File: src/rtl/if_fetch.sv
// if_fetch: instruction-fetch stage between the PC register and IF/ID.
// Runs a req/ack transaction to instruction memory, presents the fetched
// word with its PC, and asks the controller to stall while a fetch is
// outstanding. Zero-wait (same-cycle) acknowledge sustains one fetch/cycle.
// Optional macro IF_PERF_CNT_EN builds the fetch/wait performance counters;
// without it both counter ports are tied to zero.
module if_fetch #(
   parameter logic [31:0] NOP_INST = 32'h0000_0000
) (
   input  logic        clk,
   input  logic        rst,
   input  logic [31:0] pc,
   input  logic        ce,
   input  logic [5:0]  stall,
   output logic        mem_req,
   output logic [31:0] mem_addr,
   input  logic        mem_ack,
   input  logic [31:0] mem_rdata,
   output logic [31:0] inst,
   output logic [31:0] inst_pc,
   output logic        inst_valid,
   output logic        stall_req,
   output logic [31:0] perf_fetch_cnt,
   output logic [31:0] perf_wait_cnt
);

   typedef enum logic [1:0] {
      IDLE,
      FETCH,
      HOLD
   } state_e;

   state_e      state_q, state_d;
   logic [31:0] inst_q, inst_d;
   logic        fetch_done;

   // Only the PC-hold bit of the stall vector matters to this stage.
   logic unused_stall;
   assign unused_stall = ^stall[5:1];

   // The address always tracks the PC; the PC is held while a request waits.
   assign mem_addr = pc;

   // A completed fetch: acknowledge seen while the request is outstanding.
   assign fetch_done = (state_q == FETCH) && mem_ack && !rst;

   // Next-state and combinational outputs, so IF/ID captures on the PC edge.
   always_comb begin
      state_d    = state_q;
      inst_d     = inst_q;
      mem_req    = 1'b0;
      stall_req  = 1'b0;
      inst_valid = 1'b0;
      inst       = NOP_INST;
      inst_pc    = '0;
      case (state_q)
         IDLE: begin
            stall_req = ce;
            if (ce) state_d = FETCH;
         end
         FETCH: begin
            mem_req = 1'b1;
            if (mem_ack) begin
               inst_valid = 1'b1;
               inst       = mem_rdata;
               inst_pc    = pc;
               inst_d     = mem_rdata;
               if (stall[0]) state_d = HOLD;
            end else begin
               stall_req = 1'b1;
            end
         end
         HOLD: begin
            inst_valid = 1'b1;
            inst       = inst_q;
            inst_pc    = pc;
            if (!stall[0]) state_d = FETCH;
         end
         default: state_d = IDLE;
      endcase
      if (!ce) state_d = IDLE;
      // Reset masks the handshake outputs immediately, abandoning any request.
      if (rst) begin
         mem_req    = 1'b0;
         stall_req  = 1'b0;
         inst_valid = 1'b0;
         inst       = NOP_INST;
         inst_pc    = '0;
      end
   end

   // State register and captured-instruction register.
   always_ff @(posedge clk) begin
      if (rst) begin
         state_q <= IDLE;
         inst_q  <= NOP_INST;
      end else begin
         state_q <= state_d;
         inst_q  <= inst_d;
      end
   end

`ifdef IF_PERF_CNT_EN
   logic [31:0] perf_fetch_q, perf_wait_q;

   // Free-running wrap-around counters of completed fetches and stall cycles.
   always_ff @(posedge clk) begin
      if (rst) begin
         perf_fetch_q <= '0;
         perf_wait_q  <= '0;
      end else begin
         if (fetch_done) perf_fetch_q <= perf_fetch_q + 32'd1;
         if (stall_req)  perf_wait_q  <= perf_wait_q + 32'd1;
      end
   end

   assign perf_fetch_cnt = perf_fetch_q;
   assign perf_wait_cnt  = perf_wait_q;
`else
   logic unused_fetch_done;
   assign unused_fetch_done = fetch_done;
   assign perf_fetch_cnt    = '0;
   assign perf_wait_cnt     = '0;
`endif

endmodule
File: config.mk
export PLATFORM = sky130hd
export DESIGN_NAME = if_fetch
export DESIGN_NICKNAME = d
export VERILOG_FILES = /design/src/rtl/if_fetch.sv
export SDC_FILE = /design/constraint.sdc
export NUM_CORES = 1
export LEC_CHECK = 0
export BUFFER_PORTS_ARGS = -buffer_cell sky130_fd_sc_hd__buf_2
export CAP_MARGIN = 15
export CORE_ASPECT_RATIO = 0.75
export CORE_MARGIN = 2
export CORE_UTILIZATION = 35
export DETAILED_ROUTE_END_ITERATION = 6
export GPL_ROUTABILITY_DRIVEN = 1
export PLACE_DENSITY = 0.83
export RECOVER_POWER = 50
export SYNTH_ARGS = -nofsm -noshare
export SYNTH_HDL_FRONTEND = slang
export SYNTH_SLANG_ARGS = --single-unit
File: constraint.sdc
create_clock -name clk -period 1.7 [get_ports clk]
set_input_delay 0.51 -clock clk [delete_from_list [all_inputs] [get_ports clk]]
set_output_delay 0.51 -clock clk [all_outputs]
set_load 0.005 [all_outputs]
# == Word-level counts from Yosys, hierarchy flattened ==
# Index checks and enable logic that the tools add are counted.
# word_totals
regBits,34
latch_bits,0
ram_bits,0
mem_bits_ro,0
inputBits,74
memories,0
# op_classes
add_sub_neg,0
mul,0
n_div,0
order_cmp,0
n_eq_ne,5
n_shift,0
muxes,18
n_bitwise,1
reduce_logical,4
# ops
cell,n
32-bit 2-to-1 mux,4
32-bit case mux with 2 select lines,2
1-bit 2-to-1 mux,6
2-bit 2-to-1 mux,3
"2-bit inequality test, second input constant",3
2-bit case mux with 3 select lines,1
1-bit case mux with 2 select lines,2
3-bit AND reduction,1
"2-bit by 1-bit equality test with 1-bit output, second input constant",1
"2-bit equality test, second input constant",1
2-bit logical NOT,1
2-bit AND reduction,1
2-bit OR reduction,1
1-bit inverter,1

# == Logic depth before layout (Yosys ltp) ==
# Gate-level depths: netlist (run 1).
# depth
ltp_word,3
depth_mapped,7
depth_no_buf,5

# == Worst setup path before layout (run 1) ==
# Ideal clock, no wire load.
# synth_timing
path_type,register -> output
from,reg state_q[0]
to,out inst_pc[10]
t_arrival_ns,1.317
path_slack_ns,-0.127
path_stages_with_launch,8
n_path_buf,2
path_cell_list,dfxtp_1 > inv_1 > ha_1 > buf_4 > a21oi_1 > nor2_4 > buf_6 > and2_1
# synth_via
elab_chain_cells,3
# synth_rtl
element,line,text
"start, declared",33,"state_e state_q, state_d;"
"start signal, assigned",98,state_q <= state_d;
2-bit equality test or 2-bit by 1-bit equality test with 1-bit output (tied branches),56,case (state_q)
32-bit case mux with 2 select lines (*),56,
32-bit 2-to-1 mux (*),83,if (rst) begin
"end, declared",20,"output logic [31:0] inst_pc,"
# Mark *: on every way between the ends. The rest lies on a longest branch, timed or not.

# == Final worst setup path (run 1) ==
# layout_timing
from,reg state_q[0]
to,out inst_pc[5]
# The elaborated chain is that of the path after synthesis.

==> flow_summary.ini, run 1 <==
[timing]
finClkSkew_ps = 11.3
tns_ps = -23190
hold_viol_final = 0
fin_crit_ps = 2120
finalSetupViolCount = 67
max_freq_mhz = 472
drv_slew = 0
finalWorstSetupSlack_ps = -418
rsz0062_at_grt = true
period_share_pct = 125

[setup_path]
crit_required_ps = 1190
rrSetupSlack_ps = 100
start_kind = register
critical_path_arrival_ps = 1610
regToRegStartpoint = state_q[0]$_SDFFE_PP0P_
crit_path_end_kind = output port
r2r-end = state_q[0]$_SDFFE_PP0P_
cpPeakStageDelay_ps = 390
cpLargestDelayFamily = flip-flops
crit_type = reg2out
path_cells = inv_4 -> ha_2 -> a21oi_2 -> nor2_4 -> buf_12 -> and2_1 -> buf_2
reg2regPathDepth = 7
worst_path_max_delay_cell = dfxtp_4
path_depth = 7
worst-path-buf-inv = 3
path_max_fanout = 32

[finish]
antenna_cells = 0
final_util_pct = 45.8
area_growth_pct = 28.9
fill_cells = 774
final_cells = 616
nets = 588
drive_gt1_share_pct = 41.9

[place]
numPortBuffers = 167
gp_congestion = 0.821
place_inst = 605
dpl.hpwl_um = 5750
pre_cts_ws_ps = -224

[cts]
path_clk_slew_ps = 90
cts_root_buffer = clkbuf_8
clk_path_buf_depth = 2
cts_hold_buffers = 0
cts_sinks = 34
htree_levels = 2
tritoncts = yes
cts_buffers = 5
clock_latency_ps = 290

[grt]
grt-ovfl-total = 0
grt_max_degree = 38
antenna_found_initial = 0
grt_pass1_wl_um = 11400
grt_pass1_vias = 2398
track_usage_pct = 16.5

[worst_hold_path]
hp-class = reg2reg
hp-start = inst_q[28]$_SDFFE_PP0P_
min_to = inst_q[28]$_SDFFE_PP0P_
min_path_cells = 2

[logic_synthesis]
netlist_instances = 377
yosysTopAreaCellShare_pct = 26.5
synth_warnings = 0
seq_area_frac_synth_pct = 24.5
synth.area.top_cells = buf_4 (26%), dfxtp_1 (24%), nand2_1 (9.0%), a22oi_1 (8.6%), and2_1 (7.7%)
synth_edf_count = 0
synth_cell_types = 24
synth_most_common_cell = buf_4
syn_avg_cell_area_um2 = 7.37
async_reset_ff_share_pct = 0
synth_area_leader_cell = buf_4
synthFlopType = dfxtp_1
synth_top_cells_by_count = buf_4 (98), nand2_1 (67)
syn_area_um2 = 2780
ys_seq_elements = 34

[routing]
wl_per_cell_um = 12.5
first_pass_iters = 4
viasPerCell = 4.43
antenna_left = 0
drt_wl_total_um = 7680
drt_iter0_markers = 110
drc = 0
vias = 2726

[floorplanning]
io-pin-count = 237
placementRows = 28
core_um2 = 7810
die_w_um = 107
die_h_um = 81.2
initial_utilization_pct = 35.6
dieArea_um2 = 8680

[pwr]
p_total_mw = 2.21
power_density_nw_per_um2 = 617
leakage_nw = 1.71
ir_drop_v = 0.000336

[outcome]
violations = negative setup slack
status = finished with violations

[run]
max-cap-violations = 0
==> power by group <==
group | internal, mW | leakage, nW | switching (mW)
registers | 0.825 | 0.277 | 0.0194
logic | 0.196 | 1.36 | 0.255
clock network | 0.588 | 0.0683 | 0.327
==> area by class of cell <==
type	count	area (um2)	area share [%]
Tap cell	105	131	3.67
Sequential cell	34	686	19.1
Clock buffer	5	68.8	1.92
Inverter	3	16.3	0.454
Multi-Input combinational cell	281	1570	43.7
Timing Repair Buffer	185	1040	29.1
Clock inverter	3	68.8	1.92
==> through the flow <==
step	hold slack [ps]	instance area [um2]
after detailed placement	447	3210
after floorplan	437	3030
after CTS	453	3570
final	457	3580
after global routing	457	3580
after global placement	442	3210
==> cell families (layout without fill, tap and decap cells) <==
| family | after synthesis | after routing | synth area share, % |
|---|---|---|---|
| adders and majority gates | 4 | 4 | 1.80 |
| AOI/OAI and AO/OA | 68 | 68 | 15.9 |
| buffers and inverters | 125 | 196 | 32.8 |
| DFF | 34 | 34 | 24.5 |
| other | 1 | 64 | 0.135 |
| and+or+nand+nor | 144 | 144 | 24.4 |
| muxes | 1 | 1 | 0.360 |
==> placed cells by master (no fill, tap or decap), types with 2 or more instances in the layout <==
cell	instances
buf_2	147
nand2_1	67
conb_1	64
nor2_1	33
a21oi_1	33
dfxtp_1	32
and2_1	29
a22oi_2	17
clkbuf_1	16
a22oi_1	15
buf_4	9
buf_6	6
and2_4	5
clkbuf_8	5
buf_8	3
buf_12	3
inv_4	2
ha_4	2
bufinv_16	2
==> worst max-delay path by stage <==
stage	endpoint	slack, ps	startpoint
after floorplan	inst_pc[10]	-20	state_q[0]$_SDFFE_PP0P_
after global placement	inst_pc[31]	-210	rst
after detailed placement	inst_pc[31]	-220	rst
after CTS	inst_pc[5]	-420	state_q[0]$_SDFFE_PP0P_
after global routing	inst_pc[24]	-510	state_q[0]$_SDFFE_PP0P_
final	inst_pc[5]	-420	state_q[0]$_SDFFE_PP0P_
==> metal layers <==
layer | track usage, % | routed length (um)
met1 | 19.2 | 3050
met2 | 31.1 | 4060
met3 | 3.45 | 548
met4 | 3.90 | 29
met5 | 0 | 0
==> worst min-delay path: stages (launching register included) <==
cell and delay [ps]:
dfxtp_1 310, nand2_1 50, a21oi_1 50
==> sequential cells by signal, indices dropped and copies added, names as in the netlist <==
name / flops
inst_q: 32
state_q: 2
==> what timing repair did <==
item / CTS / global route
resized for setup: 48 / 5
pin swaps: 1 / 0
buffers inserted: 0 / 2
gates cloned: 1 / 0
endpoints found under the setup margin: 67 / 68
No activity file was read; power rests on OpenSTA's default activity.
==> inputs of run 2 (changes only) <==
Settings changed: GPL_TIMING_DRIVEN from default to 0.
==> flow_summary.ini, run 2 (synthesis gave the netlist of run 1 again) <==
[outcome]
status = finished with violations
violations = negative setup slack

[routing]
vias = 3187
drt_iter0_markers = 101
antenna_left = 0
wl_per_cell_um = 12.8
drc = 0
first_pass_iters = 4
drt_wl_total_um = 9570
viasPerCell = 4.28

[finish]
final_util_pct = 62.1
final_common_cell = buf_2
nets = 716
top_register = inst_q
fill_cells = 691
drive_gt1_share_pct = 59.0
top_regs = inst_q x32, state_q x2
final_area_um2 = 4850
largest_reg_flops = 32
mostFrequentLayoutCells = buf_2 (141), buf_4 (95), nand2_1 (67), conb_1 (64), a21oi_1 (33)
area_growth_pct = 74.6

[grt]
grt-ovfl-total = 0
track_usage_pct = 20.6
grt_max_degree = 15
antenna_found_initial = 1
grt_pass1_vias = 2939
grt_pass1_wl_um = 14300

[floorplanning]
core_um2 = 7810
placementRows = 28
die_h_um = 81.2
initial_utilization_pct = 35.6
die_w_um = 107
io-pin-count = 237
dieArea_um2 = 8680

[setup_path]
cpPeakStageDelay_ps = 370
worst_path_max_delay_cell = dfxtp_4
worst-path-buf-inv = 5
critical_path_arrival_ps = 1710
r2r-end = inst_q[11]$_SDFFE_PP0P_
path_max_fanout = 7
cp_common_cell = buf_6
crit_required_ps = 1190
start_kind = register
reg2regPathDepth = 9
regToRegStartpoint = state_q[1]$_SDFFE_PP0P_
rrSetupSlack_ps = 10
cpLargestDelayFamily = buffers and inverters
crit_type = reg2out
crit_path_end_kind = output port
path_cells = inv_4 -> ha_2 -> buf_6 -> a21oi_4 -> nor2_4 -> buf_6 -> buf_6 -> and2_1 -> buf_2

[cts]
clock_latency_ps = 290
htree_levels = 2
cts_root_buffer = clkbuf_8
cts_buffers = 5
cts_hold_buffers = 0
path_clk_slew_ps = 70
clk_path_buf_depth = 2
tritoncts = yes
cts_sinks = 34

[pwr]
ir_drop_v = 0.000434
leakage_nw = 2.41
power_density_nw_per_um2 = 458

[run]
max-cap-violations = 0

[timing]
fin_crit_ps = 2220
finalWorstSetupSlack_ps = -522
period_share_pct = 131
finalSetupViolCount = 67
finClkSkew_ps = 6.12
drv_slew = 0
rsz0062_at_grt = true
max_freq_mhz = 450
hold_viol_final = 0

[worst_hold_path]
hp-class = reg2reg
min_path_cells = 2
min_to = inst_q[31]$_SDFFE_PP0P_
hp-start = inst_q[31]$_SDFFE_PP0P_

[place]
numPortBuffers = 167
dpl.hpwl_um = 6780
gp_congestion = 0.782
postPlaceCellArea_um2 = 4000
## run 2: tightest hold or removal path: stages (launching register included)
cell and delay [ps]:
dfxtp_1 320, nand2_1 50, a21oi_1 50
## run 2: per-layer routing
metal / global-route usage, % / routed length (um)
met2: 40.1 / 5040
met1: 23.4 / 3810
met3: 4.41 / 608
met4: 4.42 / 110
met5: 0 / 0
## run 2: power breakdown
group | internal, mW | total [mW] | switching [mW]
Clock | 0.326 | 0.637 | 0.311
Combinational | 0.405 | 0.738 | 0.333
Sequential | 0.825 | 0.846 | 0.0206
Total | 1.56 | 2.22 | 0.664
## run 2: worst max-delay path by stage
stage / from / end / slack [ps] / cells after the start
floorplan: state_q[0]$_SDFFE_PP0P_ / inst_pc[10] / -20 / 7
global placement: state_q[0]$_SDFFE_PP0P_ / inst[21] / -340 / 7
detailed placement: state_q[0]$_SDFFE_PP0P_ / inst[13] / -330 / 7
CTS: state_q[1]$_SDFFE_PP0P_ / inst_pc[14] / -530 / 9
global route: state_q[1]$_SDFFE_PP0P_ / inst[24] / -620 / 8
finish: state_q[0]$_SDFFE_PP0P_ / inst_pc[28] / -520 / 9
## run 2: final cells by class
cell class	count	area [um2]	share of cell area [%]
Inverter	3	16.3	0.335
Timing Repair Buffer	194	1180	24.4
Sequential cell	34	686	14.1
Antenna cell	1	2.50	0.0516
Clock inverter	2	12.5	0.258
Buffer	119	983	20.3
Clock buffer	6	82.6	1.70
Multi-Input combinational cell	281	1750	36.1
Tap cell	105	131	2.71
## run 2: through the flow
step	total power [mW]	std cells	hold slack [ps]	setup TNS [ps]	setup WS, ps
after floorplan	1.23	440	437	-666	-19.9
after global placement	1.42	712	442	-17770	-335
after detailed placement	1.43	712	447	-18560	-330
after CTS	2.22	741	464	-32850	-535
after global routing	2.35	745	470	-37260	-616
final	2.22	745	468	-31840	-522
## run 2: repair_timing
action,4_1_cts,5_1_grt
buffers inserted,16,5
pin swaps,26,14
cloned,8,0
endpoints found under the setup margin,67,67
gates resized for setup,115,14
hold endpoints to repair,0,0
==> inputs of run 3 (changes only) <==
Settings changed: CELL_PAD_IN_SITES_DETAIL_PLACEMENT from default to 1, CELL_PAD_IN_SITES_GLOBAL_PLACEMENT from default to 1, CORE_UTILIZATION 35 to 23, CTS_CLUSTER_DIAMETER from default to 200, PLACE_DENSITY 0.83 to 0.85.
==> flow_summary.ini, run 3 (synthesis gave the netlist of run 1 again) <==
[finish]
area_growth_pct = 80.7
drive_gt1_share_pct = 57.3
mostFrequentLayoutCells = buf_2 (122), buf_4 (95), nand2_1 (67), conb_1 (64)
antenna_cells = 0
final_area_um2 = 5020
final_common_cell = buf_2
nets = 709
top_regs = inst_q x32, state_q x2
largest_reg_flops = 32
final_cells = 792
top_register = inst_q

[place]
dpl.hpwl_um = 8310
numPortBuffers = 167
postPlaceCellArea_um2 = 4070
pre_cts_ws_ps = -471
place_inst = 769
gp_congestion = 0.763

[setup_path]
critical_path_arrival_ps = 1740
path_max_fanout = 8
crit_path_end_kind = output port
crit_required_ps = 1190
start_kind = register
crit_type = reg2out

[timing]
finalWorstSetupSlack_ps = -555
fin_crit_ps = 2250
rsz0062_at_grt = true
drv_slew = 0
finClkSkew_ps = 2.37
relSlewSlack_pct = 65.9
period_share_pct = 133
worst_pin_slew_ps = 512
hold_viol_final = 0
finalSetupViolCount = 67
max_freq_mhz = 444

[pwr]
power_density_nw_per_um2 = 493
ir_drop_v = 0.000359
leakage_nw = 2.42

[grt]
antenna_found_initial = 0
track_usage_pct = 16.6
grt-ovfl-total = 0
grt_max_degree = 11
grt_pass1_vias = 3070
grt_pass1_wl_um = 16600

[run]
max-cap-violations = 0

[cts]
htree_levels = 2
clk_path_buf_depth = 2
clock_latency_ps = 280
cts_sinks = 34
cts_hold_buffers = 0
cts_buffers = 5
cts_root_buffer = clkbuf_16
tritoncts = yes
path_clk_slew_ps = 50

[floorplanning]
io-pin-count = 237
core_um2 = 11700
dieArea_um2 = 13000
die_w_um = 131
initial_utilization_pct = 23.8
die_h_um = 99.2
placementRows = 34

[routing]
first_pass_iters = 4
drt_iter0_markers = 83
antenna_left = 0
drc = 0
vias = 3115
drt_wl_total_um = 11700
wl_per_cell_um = 14.8
viasPerCell = 3.93

[outcome]
violations = negative setup slack
status = finished with violations

[worst_hold_path]
hp-class = reg2reg
-- run 3: cell types whose count changed in the layout (fill, tap and decap cells not counted), moves of 8 or more --
cell | previous run | this run
buf_2 | 141 | 122
clkbuf_8 | 10 | 2
and2_1 | 18 | 6
nor2_1 | 21 | 30
and2_4 | 16 | 27
-- run 3: critical path, stage by stage, from the launching register on --
cell	delay, ps
dfxtp_4	370
inv_4	50
ha_4	150
buf_6	130
a21oi_4	130
nor2_4	60
buf_12	140
clkbuf_16	150
and2_1	160
buf_2	130
-- run 3: stage by stage --
stage / power (mW) / setup TNS [ps] / utilization, % / hold WS (ps)
3_3_place_gp: 1.44 / -20240 / 34.8 / 446
2_1_floorplan: 1.23 / -666 / - / 437
5_1_grt: 2.61 / -34710 / 42.9 / 485
3_5_place_dp: 1.45 / -21250 / 34.8 / 451
6_report: 2.47 / -30210 / 42.9 / 460
4_1_cts: 2.46 / -33420 / 40.7 / 459
-- run 3: worst paths after layout --
kind,start,to,slack [ps],cells past startpoint
min reg2reg,inst_q[31]$_SDFFE_PP0P_,inst_q[31]$_SDFFE_PP0P_,460,2
max reg2reg,state_q[0]$_SDFFE_PP0P_,state_q[0]$_SDFFE_PP0P_,220,7
max,state_q[0]$_SDFFE_PP0P_,inst_pc[9],-550,9
min,inst_q[31]$_SDFFE_PP0P_,inst_q[31]$_SDFFE_PP0P_,460,2
-- run 3: metal layers --
layer / global-route usage, % / vias to the layer above / wire length, um
met5: 0 / - / 0
met4: 2.05 / 0 / 73
met3: 3.07 / 6 / 562
met2: 28.5 / 87 / 5900
met1: 22.3 / 1455 / 5150
li1: - / 1567 / -
-- run 3: area by class of cell --
cell class,count,area [um2]
Multi-Input combinational cell,281,1710
Buffer,120,993
Sequential cell,34,688
Inverter,3,18.8
Fill cell,1491,6680
Tap cell,162,203
Timing Repair Buffer,186,1270
Clock buffer,6,139
-- run 3: timing repair --
action / CTS / global route
setup endpoints to repair: 66 / 67
pin swaps: 12 / 37
gates cloned: 6 / 2
buffers inserted: 9 / 3
resized for setup: 79 / 54
-- run 3: power by group --
part | internal, mW | switching (mW) | leakage [nW]
Sequential | 0.826 | 0.0217 | 0.277
Clock | 0.566 | 0.321 | 0.0688
Combinational | 0.399 | 0.341 | 2.07
